`src/rtl/mem_arbiter_pkg.sv`:
```
// Shared definitions for the two-port memory arbiter: FSM state encoding,
// requester port ids, memory-latency range and the request payload struct.
package mem_arbiter_pkg;

   localparam int unsigned ADDR_W      = 32;
   localparam int unsigned DATA_W      = 32;
   localparam int unsigned MASK_W      = 4;
   localparam int unsigned CNT_W       = 3;
   localparam int unsigned MEM_LAT_MIN = 1;
   localparam int unsigned MEM_LAT_MAX = 7;

   typedef enum logic [1:0] {
      IDLE  = 2'd0,
      ISSUE = 2'd1,
      WAIT  = 2'd2,
      RESP  = 2'd3
   } state_t;

   localparam logic PORT_FETCH = 1'b0;
   localparam logic PORT_LSU   = 1'b1;

   typedef struct packed {
      logic [ADDR_W-1:0] addr;
      logic [DATA_W-1:0] data;
      logic [MASK_W-1:0] mask;
      logic              we;
   } mem_req_t;

   // Load value for the WAIT counter; the latency is clamped into its legal range.
   function automatic logic [CNT_W-1:0] wait_load(input int unsigned lat);
      int unsigned l;
      l = lat;
      if (l < MEM_LAT_MIN) l = MEM_LAT_MIN;
      if (l > MEM_LAT_MAX) l = MEM_LAT_MAX;
      return CNT_W'(l - 1);
   endfunction

endpackage

```
`src/rtl/mem_arbiter_arb_pick.sv`:
```
// Winner select between the fetch (0) and load/store (1) requesters.
// Build option ARB_ROUND_ROBIN_EN: when defined, simultaneous requests go to
// the port not granted last; otherwise port 1 always wins and 'last' is ignored.
// Ports:
//   req0, req1 : request lines
//   last       : port id granted most recently
//   grant      : winning port id (combinational, meaningful when any req is high)
module arb_pick
   import mem_arbiter_pkg::*;
(
   input  logic req0,
   input  logic req1,
   input  logic last,
   output logic grant
);

`ifdef ARB_ROUND_ROBIN_EN
   // Alternate on contention, otherwise serve whichever port is asking.
   always_comb begin
      grant = PORT_FETCH;
      if (req0 && req1) begin
         grant = ~last;
      end else if (req1) begin
         grant = PORT_LSU;
      end
   end
`else
   // Fixed priority: load/store beats fetch.
   logic unused_last;
   assign unused_last = last;

   always_comb begin
      grant = PORT_FETCH;
      if (req1) begin
         grant = PORT_LSU;
      end
   end
`endif

endmodule

```
`src/rtl/mem_arbiter.sv`:
```
// Two-port arbiter in front of a single-ported synchronous memory.
// FSM IDLE -> ISSUE -> WAIT -> RESP -> IDLE; writes go ISSUE -> RESP.
// Build option ARB_ROUND_ROBIN_EN selects round-robin instead of port-1 priority.
// Parameter MEM_LAT (1..7): cycles from the O_mem_en cycle to valid I_mem_data.
// Ports:
//   I_clk, I_rst_n          : clock, async active-low reset
//   I_reqN/addrN/dataN/maskN/weN : requester N (0 = fetch, 1 = load/store)
//   O_ackN, O_dataN         : one-cycle completion pulse and read data
//   O_mem_*                 : shared memory command, I_mem_data read return
//   O_busy                  : high whenever the FSM is not IDLE
module mem_arbiter
   import mem_arbiter_pkg::*;
#(
   parameter int unsigned MEM_LAT = 1
) (
   input  logic              I_clk,
   input  logic              I_rst_n,
   input  logic              I_req0,
   input  logic              I_req1,
   input  logic [ADDR_W-1:0] I_addr0,
   input  logic [ADDR_W-1:0] I_addr1,
   input  logic [DATA_W-1:0] I_data0,
   input  logic [DATA_W-1:0] I_data1,
   input  logic [MASK_W-1:0] I_mask0,
   input  logic [MASK_W-1:0] I_mask1,
   input  logic              I_we0,
   input  logic              I_we1,
   output logic              O_ack0,
   output logic              O_ack1,
   output logic [DATA_W-1:0] O_data0,
   output logic [DATA_W-1:0] O_data1,
   output logic [ADDR_W-1:0] O_mem_addr,
   output logic [DATA_W-1:0] O_mem_data,
   output logic [MASK_W-1:0] O_mem_mask,
   output logic              O_mem_we,
   output logic              O_mem_en,
   input  logic [DATA_W-1:0] I_mem_data,
   output logic              O_busy
);

   state_t           state;
   logic             grant_c;
   logic             last_grant;
   logic             lat_we;
   logic             lat_port;
   logic [CNT_W-1:0] wait_cnt;
   mem_req_t         req_sel_c;

   arb_pick u_pick (
      .req0  (I_req0),
      .req1  (I_req1),
      .last  (last_grant),
      .grant (grant_c)
   );

`ifdef ARB_ROUND_ROBIN_EN
   // Pointer moves only when a grant is actually made; reset favours port 0.
   always_ff @(posedge I_clk or negedge I_rst_n) begin
      if (!I_rst_n) begin
         last_grant <= PORT_LSU;
      end else if (state == IDLE && (I_req0 || I_req1)) begin
         last_grant <= grant_c;
      end
   end
`else
   assign last_grant = PORT_LSU;
`endif

   // Payload of the winning requester.
   always_comb begin
      req_sel_c.addr = I_addr0;
      req_sel_c.data = I_data0;
      req_sel_c.mask = I_mask0;
      req_sel_c.we   = I_we0;
      if (grant_c == PORT_LSU) begin
         req_sel_c.addr = I_addr1;
         req_sel_c.data = I_data1;
         req_sel_c.mask = I_mask1;
         req_sel_c.we   = I_we1;
      end
   end

   // Arbiter FSM with registered outputs. O_mem_addr/data/mask double as the
   // latched request and hold between accesses. Reads dwell MEM_LAT cycles in
   // WAIT so the capture edge lands MEM_LAT edges after the edge that closes ISSUE.
   always_ff @(posedge I_clk or negedge I_rst_n) begin
      if (!I_rst_n) begin
         state      <= IDLE;
         lat_we     <= 1'b0;
         lat_port   <= PORT_FETCH;
         wait_cnt   <= '0;
         O_ack0     <= 1'b0;
         O_ack1     <= 1'b0;
         O_data0    <= '0;
         O_data1    <= '0;
         O_mem_addr <= '0;
         O_mem_data <= '0;
         O_mem_mask <= '0;
         O_mem_we   <= 1'b0;
         O_mem_en   <= 1'b0;
         O_busy     <= 1'b0;
      end else begin
         O_ack0   <= 1'b0;
         O_ack1   <= 1'b0;
         O_mem_en <= 1'b0;
         O_mem_we <= 1'b0;
         case (state)
            IDLE: begin
               if (I_req0 || I_req1) begin
                  state      <= ISSUE;
                  lat_we     <= req_sel_c.we;
                  lat_port   <= grant_c;
                  O_mem_addr <= req_sel_c.addr;
                  O_mem_data <= req_sel_c.data;
                  O_mem_mask <= req_sel_c.mask;
                  O_mem_we   <= req_sel_c.we;
                  O_mem_en   <= 1'b1;
                  O_busy     <= 1'b1;
               end
            end
            ISSUE: begin
               if (lat_we) begin
                  state  <= RESP;
                  O_ack0 <= (lat_port == PORT_FETCH);
                  O_ack1 <= (lat_port == PORT_LSU);
               end else begin
                  state    <= WAIT;
                  wait_cnt <= wait_load(MEM_LAT);
               end
            end
            WAIT: begin
               if (wait_cnt == '0) begin
                  state <= RESP;
                  if (lat_port == PORT_LSU) begin
                     O_data1 <= I_mem_data;
                     O_ack1  <= 1'b1;
                  end else begin
                     O_data0 <= I_mem_data;
                     O_ack0  <= 1'b1;
                  end
               end else begin
                  wait_cnt <= wait_cnt - CNT_W'(1);
               end
            end
            RESP: begin
               state  <= IDLE;
               O_busy <= 1'b0;
            end
            default: begin
               state  <= IDLE;
               O_busy <= 1'b0;
            end
         endcase
      end
   end

endmodule

```
`config.mk`:
```
export PLATFORM = sky130hd
export DESIGN_NAME = mem_arbiter
export DESIGN_NICKNAME = d
export VERILOG_FILES = /design/src/rtl/mem_arbiter_pkg.sv /design/src/rtl/mem_arbiter_arb_pick.sv /design/src/rtl/mem_arbiter.sv
export SDC_FILE = /design/constraint.sdc
export NUM_CORES = 1
export LEC_CHECK = 0
export ABC_CLOCK_PERIOD_IN_PS = 2000
export CAP_MARGIN = 0
export CORE_ASPECT_RATIO = 1.2
export CORE_UTILIZATION = 41
export CTS_CLUSTER_DIAMETER = 150
export CTS_CLUSTER_SIZE = 14
export DETAILED_ROUTE_END_ITERATION = 16
export MAX_ROUTING_LAYER = met4
export PLACE_DENSITY = 0.81
export SLEW_MARGIN = 20
export SYNTH_ARGS = -nofsm -noshare
export SYNTH_HDL_FRONTEND = slang
export SYNTH_SLANG_ARGS = --single-unit
```
`constraint.sdc`:
```
create_clock -name I_clk -period 2 [get_ports I_clk]
set_input_delay 0.6 -clock I_clk [delete_from_list [all_inputs] [get_ports I_clk]]
set_output_delay 0.6 -clock I_clk [all_outputs]
set_load 0.005 [all_outputs]
```
Yosys cells after proc, flatten, opt, wreduce, memory -nomap -nowiden

Cells that the tools add are included.

Add/sub/neg operators: 1
Equal/unequal tests: 7
Muxes and demuxes: 23
Bitwise operators: 1
Reduce and logical (&&, ||, !) cells: 11

Operator list:

| cell                                                                | number |
|---|---|
| 69-bit two-way mux                                                  | 1 |
| 1-bit two-way mux                                                   | 13 |
| 3-bit AND reduction                                                 | 3 |
| 2-bit != test (second input constant)                               | 4 |
| 2-bit case mux with 4 select lines                                  | 1 |
| 3-bit two-way mux                                                   | 2 |
| 1-bit case mux with 2 select lines                                  | 3 |
| 3-bit case mux with 2 select lines                                  | 1 |
| 2-bit AND reduction                                                 | 3 |
| 2-bit == test (second input constant)                               | 2 |
| 2-bit two-way mux                                                   | 2 |
| 2-bit nonzero test                                                  | 2 |
| 3-bit logical NOT                                                   | 1 |
| 3-bit by 1-bit subtractor with 3-bit output (second input constant) | 1 |
| 2-bit by 1-bit == test with 1-bit output (second input constant)    | 1 |
| 2-bit logical NOT                                                   | 1 |
| 1-bit logical OR                                                    | 1 |
| 1-bit NOT                                                           | 1 |

Register bits: 144
Output and inout port bits: 137

Logic depth before layout (Yosys ltp)

Depth in word-level cells: 4
Depth in mapped cells: 8

Cells and area by module

From an unflattened synthesis, not the netlist that was laid out.

Cells, all modules: 496
Area total of the unflattened synthesis: 6,346.1 um2

By module, submodules not included:

| module      | times used | cells an instance | area an instance (um2) | sequential area each (um2) |
|---|---|---|---|---|
| mem_arbiter | 1          | 495               | 6,338.6                | 3,603.5 |
| arb_pick    | 1          | 1                 | 7.5                    | 0.0 |

Worst setup path after synthesis

No wires, ideal clock.

Path kind: flip-flop to flip-flop
Start: register state[0]
End: register O_data0[10]
Setup time: 0.125 ns
Arrival time: 1.626 ns
Required time: 1.875 ns
Slack: 0.249 ns
Cell stages (with the launch flop): 8
Cells stage by stage: dfrtp_1 -> inv_1 -> ha_1 -> buf_4 -> inv_2 -> nor3_4 -> buf_6 -> mux2_2

Longest elaborated chain between the ends: 2

Ends and longest elaborated chain:

| item                                 | line               | RTL |
|---|---|---|
| from (decl)                          | mem_arbiter.sv:41  | `state_t state;` |
| from (signal assigned)               | mem_arbiter.sv:88  | `state <= IDLE;` |
| from (signal assigned)               | mem_arbiter.sv:110 | `state <= ISSUE;` |
| from (signal assigned)               | mem_arbiter.sv:123 | `state <= RESP;` |
| 2-bit == test                        | mem_arbiter.sv:107 | `case (state)` |
| 3-bit AND reduction (no source line) | --                 |  |
| to (signal assigned)                 | mem_arbiter.sv:138 | `O_data0 <= I_mem_data;` |
| to (decl)                            | mem_arbiter.sv:30  | `output logic [DATA_W-1:0] O_data0,` |

No other way between the ends.
A chain may end at the register's enable or synchronous reset.

Final worst setup path

Start: register O_data1[23]
End: output O_data1[23]

RTL lines:

| item                   | line               | RTL |
|---|---|---|
| from (decl)            | mem_arbiter.sv:31  | `output logic [DATA_W-1:0] O_data1,` |
| from (signal assigned) | mem_arbiter.sv:135 | `O_data1 <= I_mem_data;` |

No word-level cell between the ends.

==> results.md <==
Logic synthesis
* main area contributors after synthesis: sky130_fd_sc_hd__dfrtp_1 (57%), sky130_fd_sc_hd__mux2i_1 (11%), sky130_fd_sc_hd__mux2_4 (7.2%)
* number of register bits inferred by synthesis: 144
* post-synthesis instance area: 6279 um^2
* cell taking the most area after synthesis: sky130_fd_sc_hd__dfrtp_1
* synthesized area per cell: 12.71 um^2
* Post-Syn Instances: 494
* fraction of the yosys area taken by sequential cells: 57.39%
* most frequent cells after synthesis: sky130_fd_sc_hd__dfrtp_1 (144), sky130_fd_sc_hd__o21ai_0 (73), sky130_fd_sc_hd__nand2_1 (71)
* number of synthesized flops with an enable pin: 0
* Netlist cell types: 35
* most common cell in the synthesized netlist: sky130_fd_sc_hd__dfrtp_1
* async set-reset flop share out of synthesis: 100.0%
* primary flip-flop cell chosen by synthesis mapping: sky130_fd_sc_hd__dfrtp_1
* Mapped Nets: 675
* top cell type's share of synthesized area: 57.39%
* synthesis warning total: 0

Worst setup path
* Critical Path AT: 1320 ps
* data required time at the worst endpoint: 1400 ps
* critical path class: reg2out
* startpoint of the worst-slack reg-to-reg timing path: state[0]
* largest stage delay on the critical path: 540 ps
* WP buf/inv: 1
* RR Endpoint: O_data0[11]
* critical path startpoint category: flip-flop
* FF-to-FF path depth: 6
* series of cell instances along the critical path: clkdlybuf4s50_1
* crit path from: O_data1[23]
* worst-path cell with the longest stage delay: sky130_fd_sc_hd__clkdlybuf4s50_1
* kind of end point of the critical path: output port
* maximum net fanout on the critical path: 2
* worst reg2reg setup slack: 160 ps
* gate family responsible for the most delay along the worst path: buffers and inverters
* total stage count of the critical path: 1

Global route
* via count of the first global-routing pass: 5194
* number of antenna violations at the first check in global routing: 0
* maximum number of pins on one net before global-route repair: 77
* residual overflow from global routing: 0
* global router's overall resource usage: 23.13%
* global-route wire length before repair: 26680 um

Cells and area
* Layout area overhead: 62.55%
* Filler Cells Inserted: 1107
* Finished Cell Area: 10210 um^2
* antenna cell count: 0
* non-filler cells in the finished layout: 1024
* Nets: 988
* fraction of final layout cells sized beyond drive strength 1: 13.90%

Place
* Port Buffer Count: 310
* post-detailed-placement cell area: 9638 um^2
* DPL Wire Length: 13300 um
* placer's final routability congestion estimate: 0.7914
* Inst Count DP: 992
* dpl ws: 33.55 ps

STA
* Slew Limit Fails: 0
* final hold vios: 0
* final worst setup slack: 77.31 ps
* RSZ-0062 raised after global routing: false
* final setup vio count: 0
* setup TNS: 0 ps
* achievable clock frequency: 0.5201 GHz
* time the worst path needs with I/O delays and setup: 1923 ps
* final cycle utilization of the critical path: 96.13%
* Max-slew headroom: 72.42%
* slew at the pin closest to its max-slew limit: 408.5 ps
* clk_skew: 7.519 ps

Worst hold path
* Min-Delay Path Class: in2async

Floorplan
* total die area: 15810 um^2
* horizontal extent of the die: 115.0 um
* Die Height: 137.6 um
* Cell Rows: 49
* starting density of the core: 41.97%
* Top-Level Pins: 311
* standard cell core area: 14960 um^2

Routing
* detailed-route wire length: 17490 um
* DR vias: 4911
* vias per cell: 4.796
* residual DRC count: 0
* count of routing violations after the opening detailed-route iteration: 244
* average detailed-routed wire length per instance: 17.08 um
* number of antenna-violating nets in the routed design: 0
* First-pass DRT Iterations: 7

Clock tree
* number of setup buffers added after CTS: 0
* total CTS buffers: 17
* Longest Clk Path Bufs: 2
* clock insertion delay at the later pin of the skew report: 410 ps
* clock root buffer master: sky130_fd_sc_hd__clkbuf_16
* post-CTS clock slew at the launch and capture registers of the worst setup and hold paths: 60 ps
* number of sinks handled by clock tree synthesis: 144
* CTS tree: built
* level count of the clock H-tree: 4

Pwr
* overall power after layout: 14620 uW
* worst supply voltage drop on vdd: 0.6013 mV
* power density over the cells: 1432 nW/um^2
* Leakage: 0.004580 uW

Outcome
* outcome: finished clean

Job
* max-cap viol count: 0

==> cell type report <==
| cell class | instances | area, um^2 | share of cell area (%) |
|---|---|---|---|
| clock buffer | 20 | 456.7 | 4.475 |
| clock inverter | 12 | 108.9 | 1.067 |
| inverter | 7 | 26.28 | 0.2574 |
| multi-input combinational | 313 | 2461 | 24.11 |
| sequential | 144 | 3603 | 35.31 |
| tap | 204 | 255.2 | 2.501 |
| timing repair buffer | 324 | 3294 | 32.28 |
==> worst reg2reg max path: cells and delay by family (launching register included) <==
family,cells,cell delay [ps]
AND/OR/NAND/NOR,1,210
flip-flops,1,410
multiplexers,1,380
adder cells (fa/ha/maj),1,260
buffers and inverters,3,480
==> per-layer routing <==
layer	vias to the layer above	part of all wire (%)	global-route usage, %	wire length (um)
li1	2337	-	-	-
met1	2312	39	25.24	6775
met2	241	51	40.03	8983
met3	21	8.5	6.951	1483
met4	0	1.4	7.937	250
met5	-	0	-	0
==> cell usage in the layout (no fill, tap or decap), types with 3 or more instances in the layout <==
cell type	instances
sky130_fd_sc_hd__buf_12	7
sky130_fd_sc_hd__ha_1	6
sky130_fd_sc_hd__dfrtp_1	144
sky130_fd_sc_hd__clkinv_2	3
sky130_fd_sc_hd__mux2_1	5
sky130_fd_sc_hd__mux2i_1	69
sky130_fd_sc_hd__clkinvlp_4	5
sky130_fd_sc_hd__mux2_2	30
sky130_fd_sc_hd__nand2_1	71
sky130_fd_sc_hd__inv_1	6
sky130_fd_sc_hd__buf_4	8
sky130_fd_sc_hd__clkdlybuf4s50_1	305
sky130_fd_sc_hd__mux2_4	30
sky130_fd_sc_hd__clkbuf_16	17
sky130_fd_sc_hd__nor2_1	6
sky130_fd_sc_hd__o21ai_0	73
==> metrics by stage <==
step                      hold slack, ps  utilization (%)
after global placement             462.6            64.43
after detailed placement           469.8            64.43
after floorplan                    304.4                -
final                              34.12            68.23
after CTS                          22.69            68.19
after global routing               27.03            68.23
==> flip-flops by register name, indices dropped and copies added (netlist names), 2 cells and up <==
register	cells
O_data0	32
O_data1	32
O_mem_addr	32
O_mem_data	32
O_mem_mask	4
wait_cnt	3
state	2
==> worst max-delay path by stage <==
stage                     end  slack (ps)
6_report          O_data1[23]          80
5_1_grt           O_data1[14]          20
4_1_cts        O_mem_addr[25]          30
3_5_place_dp         state[1]          30
3_3_place_gp         state[1]          60
2_1_floorplan     O_data0[10]         250
==> logic make-up (layout without fill, tap and decap cells) <==
| logic type | Yosys count | in the layout | share of synthesized area [%] |
|---|---|---|---|
| buffers and inverters | 37 | 363 | 3.567 |
| DFF | 144 | 144 | 57.39 |
| AOI/OAI and AO/OA | 82 | 82 | 6.975 |
| and+or+nand+nor | 90 | 90 | 6.218 |
| muxes | 134 | 134 | 24.45 |
| adders and majority gates | 7 | 7 | 1.395 |
==> what timing repair did <==
| item | in CTS | in global routing |
|---|---|---|
| gates resized for setup | 2 | 2 |
| cloned | 0 | 0 |
| setup endpoints to repair | 2 | 3 |
| hold buffers | 0 | 0 |
==> power breakdown <==
group | total, uW | internal (uW) | switching, uW
Sequential | 5170 | 4350 | 825
Clock | 3030 | 1780 | 1250
Combinational | 6410 | 4090 | 2320
Note: power is estimated with default switching activity, not from simulation.
